**src/rtl/data_if.sv**
```systemverilog
// Instruction-fetch stage of the pipelined LEGv8 core: owns the PC, drives the
// instruction-memory address and loads the IF/ID pipeline register.
module data_if #(
    parameter logic [63:0] RESET_PC  = 64'h0,
    parameter logic [31:0] NOP_INSTR = 32'hD503201F
) (
    input  logic        clk,
    input  logic        reset,
    input  logic        stall,
    input  logic        BRsignal,
    input  logic [63:0] BR_to_shift,
    input  logic [63:0] pc_id,
    input  logic [31:0] instr_mem,
    output logic [63:0] imem_addr,
    output logic [63:0] pc_if,
    output logic [31:0] instr_if,
    output logic [63:0] BLT,
    output logic        valid_if,
    output logic [31:0] fetch_count
);

    typedef enum logic [1:0] {
        ACT_HOLD,
        ACT_REDIRECT,
        ACT_ADVANCE
    } action_e;

    action_e     action;
    logic [63:0] pc_q;
    logic [63:0] pc_d;
    logic [63:0] pc_plus4;
    logic [63:0] br_target;

    logic [63:0] pc_if_d;
    logic [31:0] instr_if_d;
    logic [63:0] blt_d;
    logic        valid_if_d;
    logic [31:0] fetch_count_d;

    // Stall outranks a branch: the branching instruction is held in decode
    // and will present its redirect again once the stall lifts.
    always_comb begin
        if (stall)
            action = ACT_HOLD;
        else if (BRsignal)
            action = ACT_REDIRECT;
        else
            action = ACT_ADVANCE;
    end

    // Shift and adds are plain 64-bit modulo arithmetic; carries fall off the top.
    assign br_target = pc_id + (BR_to_shift << 2);
    assign pc_plus4  = pc_q + 64'd4;
    assign imem_addr = pc_q;

    // NOTE: every output of this block gets a default first, so no path
    // through the case leaves a signal unassigned and no latch is inferred.
    always_comb begin
        pc_d          = pc_q;
        pc_if_d       = pc_if;
        instr_if_d    = instr_if;
        blt_d         = BLT;
        valid_if_d    = valid_if;
        fetch_count_d = fetch_count;
        case (action)
            ACT_REDIRECT: begin
                pc_d       = br_target;
                instr_if_d = NOP_INSTR;
                valid_if_d = 1'b0;
            end
            ACT_ADVANCE: begin
                pc_d          = pc_plus4;
                pc_if_d       = pc_q;
                instr_if_d    = instr_mem;
                blt_d         = pc_plus4;
                valid_if_d    = 1'b1;
                fetch_count_d = fetch_count + 32'd1;
            end
            default: ;
        endcase
    end

    // NOTE: state registers use non-blocking assignments so every flop
    // samples the pre-edge values computed above, independent of ordering.
    always_ff @(posedge clk or posedge reset) begin
        if (reset) begin
            pc_q        <= RESET_PC;
            pc_if       <= 64'h0;
            instr_if    <= NOP_INSTR;
            BLT         <= 64'h0;
            valid_if    <= 1'b0;
            fetch_count <= 32'h0;
        end else begin
            pc_q        <= pc_d;
            pc_if       <= pc_if_d;
            instr_if    <= instr_if_d;
            BLT         <= blt_d;
            valid_if    <= valid_if_d;
            fetch_count <= fetch_count_d;
        end
    end

endmodule

```
**config.mk**
```make
export PLATFORM = sky130hd
export DESIGN_NAME = data_if
export DESIGN_NICKNAME = d
export VERILOG_FILES = /design/src/rtl/data_if.sv
export SDC_FILE = /design/constraint.sdc
export NUM_CORES = 1
export LEC_CHECK = 0
export CAP_MARGIN = 0
export CORE_MARGIN = 5
export CORE_UTILIZATION = 50
export DETAILED_ROUTE_END_ITERATION = 16
export GPL_ROUTABILITY_DRIVEN = 0
export PLACE_DENSITY_LB_ADDON = 0.05
export SLEW_MARGIN = 20
export SYNTH_ARGS = -nofsm -noshare
export SYNTH_HDL_FRONTEND = slang
export SYNTH_SLANG_ARGS = --single-unit
```
**constraint.sdc**
```tcl
create_clock -name clk -period 9.26 [get_ports clk]
set_input_delay 0.926 -clock clk [delete_from_list [all_inputs] [get_ports clk]]
set_output_delay 0.926 -clock clk [all_outputs]
set_load 0.05 [all_outputs]
```
==> flow_metrics.tcl, run 1 <==
set metrics [dict create \
    synth_top_area_frac 0.391 \
    grt_pass1_vias 14500 \
    async_flop_share 1.00 \
    seq_area_mm2 0.00640 \
    grt_remaining_overflow 0 \
    pwr-share-seq 0.339 \
    drt-total-wl_um 53500 \
    initial_core_util 0.507 \
    min_path_type "reg2reg" \
    yosysWarnings 0 \
    synth_cell_types 70 \
    synth_largest_area_cell "dfrtp_1" \
    ant_nets 0 \
    clkTransAtPathRegs_ns 0.06 \
    synth-seq-cells 255 \
    p_per_area_mw_per_mm2 222 \
    fin_crit_sh 0.467 \
    synth_fp_nets 2073 \
    drt_iter0_markers 1366 \
    fin_skew_ns 0.0225 \
    synth_area_leaders "dfrtp_1, nand2_1, ha_1" \
    netSwitchingFraction 0.432 \
    clock_latency_ns 0.54 \
    synth_fa_ha_area_frac 0.0521 \
    core_area_mm2 0.0306 \
    fin_nets 2405 \
    cts_tree "done" \
    power_frac_comb 0.429 \
    io_buffers 418 \
    netlist_top_cells_count "nand2_1, dfrtp_1, o21ai_0, nor2_1, a21oi_1" \
    rsz0062_at_grt "false" \
    antenna_found_initial 1 \
    ioPinCount 421 \
    fp-row-count 64 \
    crit_arrival_ns 4.68 \
    crit_type "in2reg" \
    p_leak_uw 0.00870 \
    relSlewSlack 0.323 \
    critPathLaunchType "input port" \
    diodes 0 \
    vias 15300 \
    grt_max_degree 126 \
    finalCriticalPeriod_ns 4.33 \
    synthMostInstantiatedCell "nand2_1" \
    yosys.area_share.simple 0.216 \
    holdWs_ns 0.474 \
    post_cts_buffers 0 \
    drc 0 \
    cp-startpoint "BR_to_shift[0]" \
    die_x_um 186 \
    synth_xor_xnor_area_share 0.0751 \
    r2r-start "imem_addr[11]$_DFFE_PP0P_" \
    ctsResizeCount 0 \
    clock-root-buffer "clkbuf_16" \
    muxShareOfSynthArea 0.00726 \
    via_per_inst 5.92 \
    clk_path_buf_depth 3 \
    final_hold_viol_count 0 \
    h-tree-depth 1 \
    fmax_mhz 231 \
    dp_hpwl_um 40500 \
    max_slew.worst_pin.slew_ns 1.02 \
    synth_compound_area_frac 0.195 \
    end_kind "flop" \
    numCtsBuffers 26 \
    drive_above_1_share 0.0405 \
    multiInputGateArea_mm2 0.00847 \
    grtUsageTotal 0.298 \
    die-area_mm2 0.0346 \
    synth_enable_flop_cells 0 \
    pwr-share-clk 0.232 \
    fill_cells 2548 \
    synth_cells 1845 \
    cp_max_fo 4 \
    grt_pass1_wl_um 82600 \
    worstPathRequired_ns 9.62 \
    min_from "BLT[56]$_DFFE_PP0P_" \
    slew_viol_final 0 \
    outcome "complete, no violations" \
    dr.pass1.iters 6 \
    cap_violations 0 \
    whs_path_depth 2 \
    seq_area_frac_synth 0.413 \
    switching_power_uw 1980 \
    finalSetupViolCount 0 \
    synthToLayoutAreaGrowth_pct 33.3 \
    ir_drop_uv 142 \
    worstRegToRegCells 9 \
    avgSynthCellArea_um2 8.40 \
    synth_top_family_by_area "simple AND/OR/NAND/NOR gates" \
    post_drt_wl_per_cell_um 20.6 \
    synth_ff_type "dfrtp_1" \
    syn-cell-area_mm2 0.0155 \
    power.internal_uw 2600 \
    cts_num_sinks 255 \
    die_h_um 186 \
    cts_hold_buf 0 \
    finalSetupTns_ns 0 \
]
## per-stage QoR
stage	std cells	worst slack [ns]	utilization	area, µm²	power, µW
after floorplan	1845	1.34	-	15500	2770
after global placement	2545	4.54	0.647	19800	3500
after detailed placement	2545	4.49	0.647	19800	3530
after CTS	2592	5.05	0.676	20700	4610
after global routing	2592	4.72	0.676	20700	4790
final	2592	4.93	0.676	20700	4590
## cell families after synthesis
logic type	Yosys count
AND/OR/NAND/NOR	741
adder cells (fa/ha/maj)	64
multiplexers	11
AO/OA/AOI/OAI	477
buffers and inverters	164
flip-flops	255
XOR/XNOR	133
## critical path: stages
cell and delay [ns]:
clkdlybuf4s50_1 0.41, ha_1 0.23, fa_1 0.43, a211oi_1 0.29, nor2_1 0.13, a41oi_1 0.32
o21ai_0 0.29, a21oi_1 0.40, o41ai_1 0.15, buf_4 0.17, a21oi_1 0.41, mux2i_1 0.43
a221oi_1 0.09
## path summary, 6_finish.rpt
path                                                     to  slack [ns]
worst max-delay path              imem_addr[46]$_DFFE_PP0P_        4.93
worst min-delay path                    BLT[56]$_DFFE_PP0P_        0.47
worst max register to register    imem_addr[59]$_DFFE_PP0P_        5.35
worst min register to register          BLT[56]$_DFFE_PP0P_        0.47
max in group asynchronous          imem_addr[8]$_DFFE_PP0P_        6.82
min in group asynchronous       fetch_count[28]$_DFFE_PP0P_        0.99
## state kept, by name, indices dropped and copies added, names as in the netlist
name and cells:
imem_addr 64, pc_if 64, BLT 62, fetch_count 32, instr_if 32, valid_if 1
## per-layer routing
layer	GRT usage	routed length, µm	up-vias	part of all wire
li1	-	-	7223	-
met5	0	13	-	0.00024
met2	0.458	23700	750	0.44
met1	0.433	23100	7279	0.43
met3	0.0565	5050	94	0.094
met4	0.0857	1640	2	0.031
## power by group through the flow
stage	Clock (µW)	Combinational, µW	Sequential, µW
after floorplan	0	570	2200
after global placement	0	1940	1560
after detailed placement	0	1960	1570
after CTS	1090	1970	1550
after global routing	1130	2080	1580
final	1060	1970	1560
## area by class of cell
| type | count | share of cell area |
|---|---|---|
| Multi-Input combinational cell | 1426 | 0.410 |
| Sequential cell | 255 | 0.310 |
| Inverter | 36 | 0.00690 |
| Clock buffer | 41 | 0.0396 |
| Clock inverter | 6 | 0.00278 |
| Tap cell | 396 | 0.0240 |
| Timing Repair Buffer | 432 | 0.207 |
## placed cells by master, fill, tap and decap left out, types with 12 or more instances in the layout
master and n:
a21o_1 27, a21oi_1 126, a22o_1 20, a31oi_1 14
and3_1 21, buf_4 15, clkbuf_16 27, clkdlybuf4s50_1 416
dfrtp_1 242, dfstp_2 13, ha_1 63, inv_1 35
nand2_1 356, nand3_1 63, nand4_1 47, nor2_1 125
nor3_1 48, nor4_1 22, o21ai_0 148, o22a_1 18
o22ai_1 12, xnor2_1 83, xor2_1 50
(Power assumes the default switching activity.)
==> run 2, diff against run 1 <==
--- a/config.mk
+++ b/config.mk
@@ -7,7 +7,7 @@
 export LEC_CHECK = 0
 export CAP_MARGIN = 0
 export CORE_MARGIN = 5
-export CORE_UTILIZATION = 50
+export CORE_UTILIZATION = 45
 export DETAILED_ROUTE_END_ITERATION = 16
 export GPL_ROUTABILITY_DRIVEN = 0
 export PLACE_DENSITY_LB_ADDON = 0.05
==> constraint.sdc (replaced) <==
create_clock -name clk -period 3.54 [get_ports clk]
set_input_delay 0.354 -clock clk [delete_from_list [all_inputs] [get_ports clk]]
set_output_delay 0.354 -clock clk [all_outputs]
set_load 0.05 [all_outputs]
==> run 2 against run 1 <==
Clock power increased to 2.7 times the previous value. Critical path type is now reg2reg. Combinational power grew to 2.9 times the previous value. Critical endpoint is now imem_addr[57]$_DFFE_PP0P_. Register-to-register slack worse by 5.2 ns.
==> flow_metrics.tcl, run 2 (synthesized netlist as in run 1, its figures left out) <==
set metrics [dict create \
    clock_latency_ns 0.53 \
    clkTransAtPathRegs_ns 0.07 \
    drive_above_1_share 0.0927 \
    ant_nets 0 \
    cts_hold_buf 0 \
    synthToLayoutAreaGrowth_pct 40.3 \
    cap_violations 0 \
    numCtsBuffers 26 \
    fin_nets 2529 \
    fill_cells 2988 \
    clock-root-buffer "clkbuf_16" \
    grt_pass1_vias 14600 \
    fin_crit_sh 0.970 \
    diodes 0 \
    via_per_inst 5.66 \
    mostFrequentLayoutCells "clkdlybuf4s50_1, nand2_1, dfrtp_1, o21ai_0, buf_4" \
    final_common_cell "clkdlybuf4s50_1" \
    ioPinCount 421 \
    place_ws_ns -0.169 \
    cts_num_sinks 255 \
    clk_path_buf_depth 3 \
    h-tree-depth 1 \
    post_drt_wl_per_cell_um 20.3 \
    vias 15700 \
    grt_remaining_overflow 0 \
    finalCriticalPeriod_ns 3.44 \
    fin_skew_ns 0.0105 \
    die-area_mm2 0.0383 \
    slew_viol_final 0 \
    critPathMostFrequentCell "or4_4" \
    fp-row-count 68 \
    io_buffers 418 \
    core_area_mm2 0.0343 \
    p_per_area_mw_per_mm2 567 \
    grt_max_degree 213 \
    dp_hpwl_um 43300 \
    max_slew.worst_pin.slew_ns 0.986 \
    p_leak_uw 0.00931 \
    worstPathRequired_ns 3.96 \
    die_x_um 196 \
    min_path_type "in2reg" \
    cts_tree "done" \
    final_hold_viol_count 0 \
    post_cts_buffers 0 \
    antenna_found_initial 0 \
    outcome "complete, no violations" \
    layout_setup_ws_ns 0.105 \
    slowest_stage "or4_4" \
    drt-total-wl_um 56300 \
    critPathLaunchType "flop" \
    crit_arrival_ns 3.86 \
    relSlewSlack 0.342 \
    drt_iter0_markers 1348 \
    crit_type "reg2reg" \
    ctsResizeCount 0 \
    fmax_mhz 291 \
    seq_area_mm2 0.00640 \
    drc 0 \
    rsz0062_at_grt "false" \
    crit_family "simple AND/OR/NAND/NOR gates" \
    dr.pass1.iters 6 \
    grtUsageTotal 0.279 \
    holdWs_ns 0.197 \
    ir_drop_uv 417 \
    multiInputGateArea_mm2 0.00849 \
    crit_buf_inv 0 \
    initial_core_util 0.452 \
    finalSetupViolCount 0 \
    cp_max_fo 5 \
    die_h_um 196 \
    crit_path_cell_trace "and4_1 -> or4b_4 -> or4_4 -> or4_4 -> nor3_4 -> nand2_1 -> a21oi_1 -> nor2_1 -> nor4_2" \
    grt_pass1_wl_um 85800 \
    end_kind "flop" \
    max_stage_delay_ns 0.59 \
]
## run 2: through the flow
| step | cell area, µm² | total power (µW) | std cells | setup TNS, ns | util |
|---|---|---|---|---|---|
| after global placement | 20900 | 9470 | 2728 | -0.284 | 0.608 |
| after floorplan | 15500 | 7240 | 1845 | -40.46 | - |
| after global routing | 21800 | 12900 | 2775 | 0 | 0.634 |
| final | 21800 | 12300 | 2775 | 0 | 0.634 |
| after CTS | 21700 | 12400 | 2775 | 0 | 0.634 |
| after detailed placement | 20900 | 9530 | 2728 | -0.675 | 0.608 |
## run 2: area by class of cell
| type | instances | share of cell area |
|---|---|---|
| multi-input cells | 1426 | 0.390 |
| clock buffers | 40 | 0.0365 |
| inverters | 36 | 0.00638 |
| flip-flops and latches | 255 | 0.294 |
| repair buffers | 556 | 0.243 |
| clock inverters | 7 | 0.00403 |
| well taps | 455 | 0.0262 |
## run 2: path summary, 6_finish.rpt
kind | cells after the start | endpoint | slack [ns] | startpoint
worst max-delay path | 9 | imem_addr[57]$_DFFE_PP0P_ | 0.10 | imem_addr[11]$_DFFE_PP0P_
worst min-delay path | 2 | imem_addr[46]$_DFFE_PP0P_ | 0.20 | stall
worst max register to register | 9 | imem_addr[57]$_DFFE_PP0P_ | 0.10 | imem_addr[11]$_DFFE_PP0P_
worst min register to register | 2 | pc_if[47]$_DFFE_PP0P_ | 0.47 | pc_if[47]$_DFFE_PP0P_
max in group asynchronous | 3 | fetch_count[27]$_DFFE_PP0P_ | 2.47 | reset
min in group asynchronous | 2 | BLT[2]$_DFFE_PP0P_ | 0.25 | reset
## run 2: power breakdown
part	leakage [µW]	switching (µW)	internal, µW
clock	0.000434	1140	1680
sequential	0.00315	441	3450
combinational	0.00573	3700	1920
total	0.00931	5280	7050
## run 2: layer usage
| metal | track usage | vias to the layer above | part of all wire |
|---|---|---|---|
| li1 | - | 7464 | - |
| met1 | 0.426 | 7377 | 0.45 |
| met2 | 0.412 | 774 | 0.43 |
| met3 | 0.0481 | 84 | 0.095 |
| met4 | 0.0680 | 0 | 0.027 |
| met5 | 0 | - | 0 |
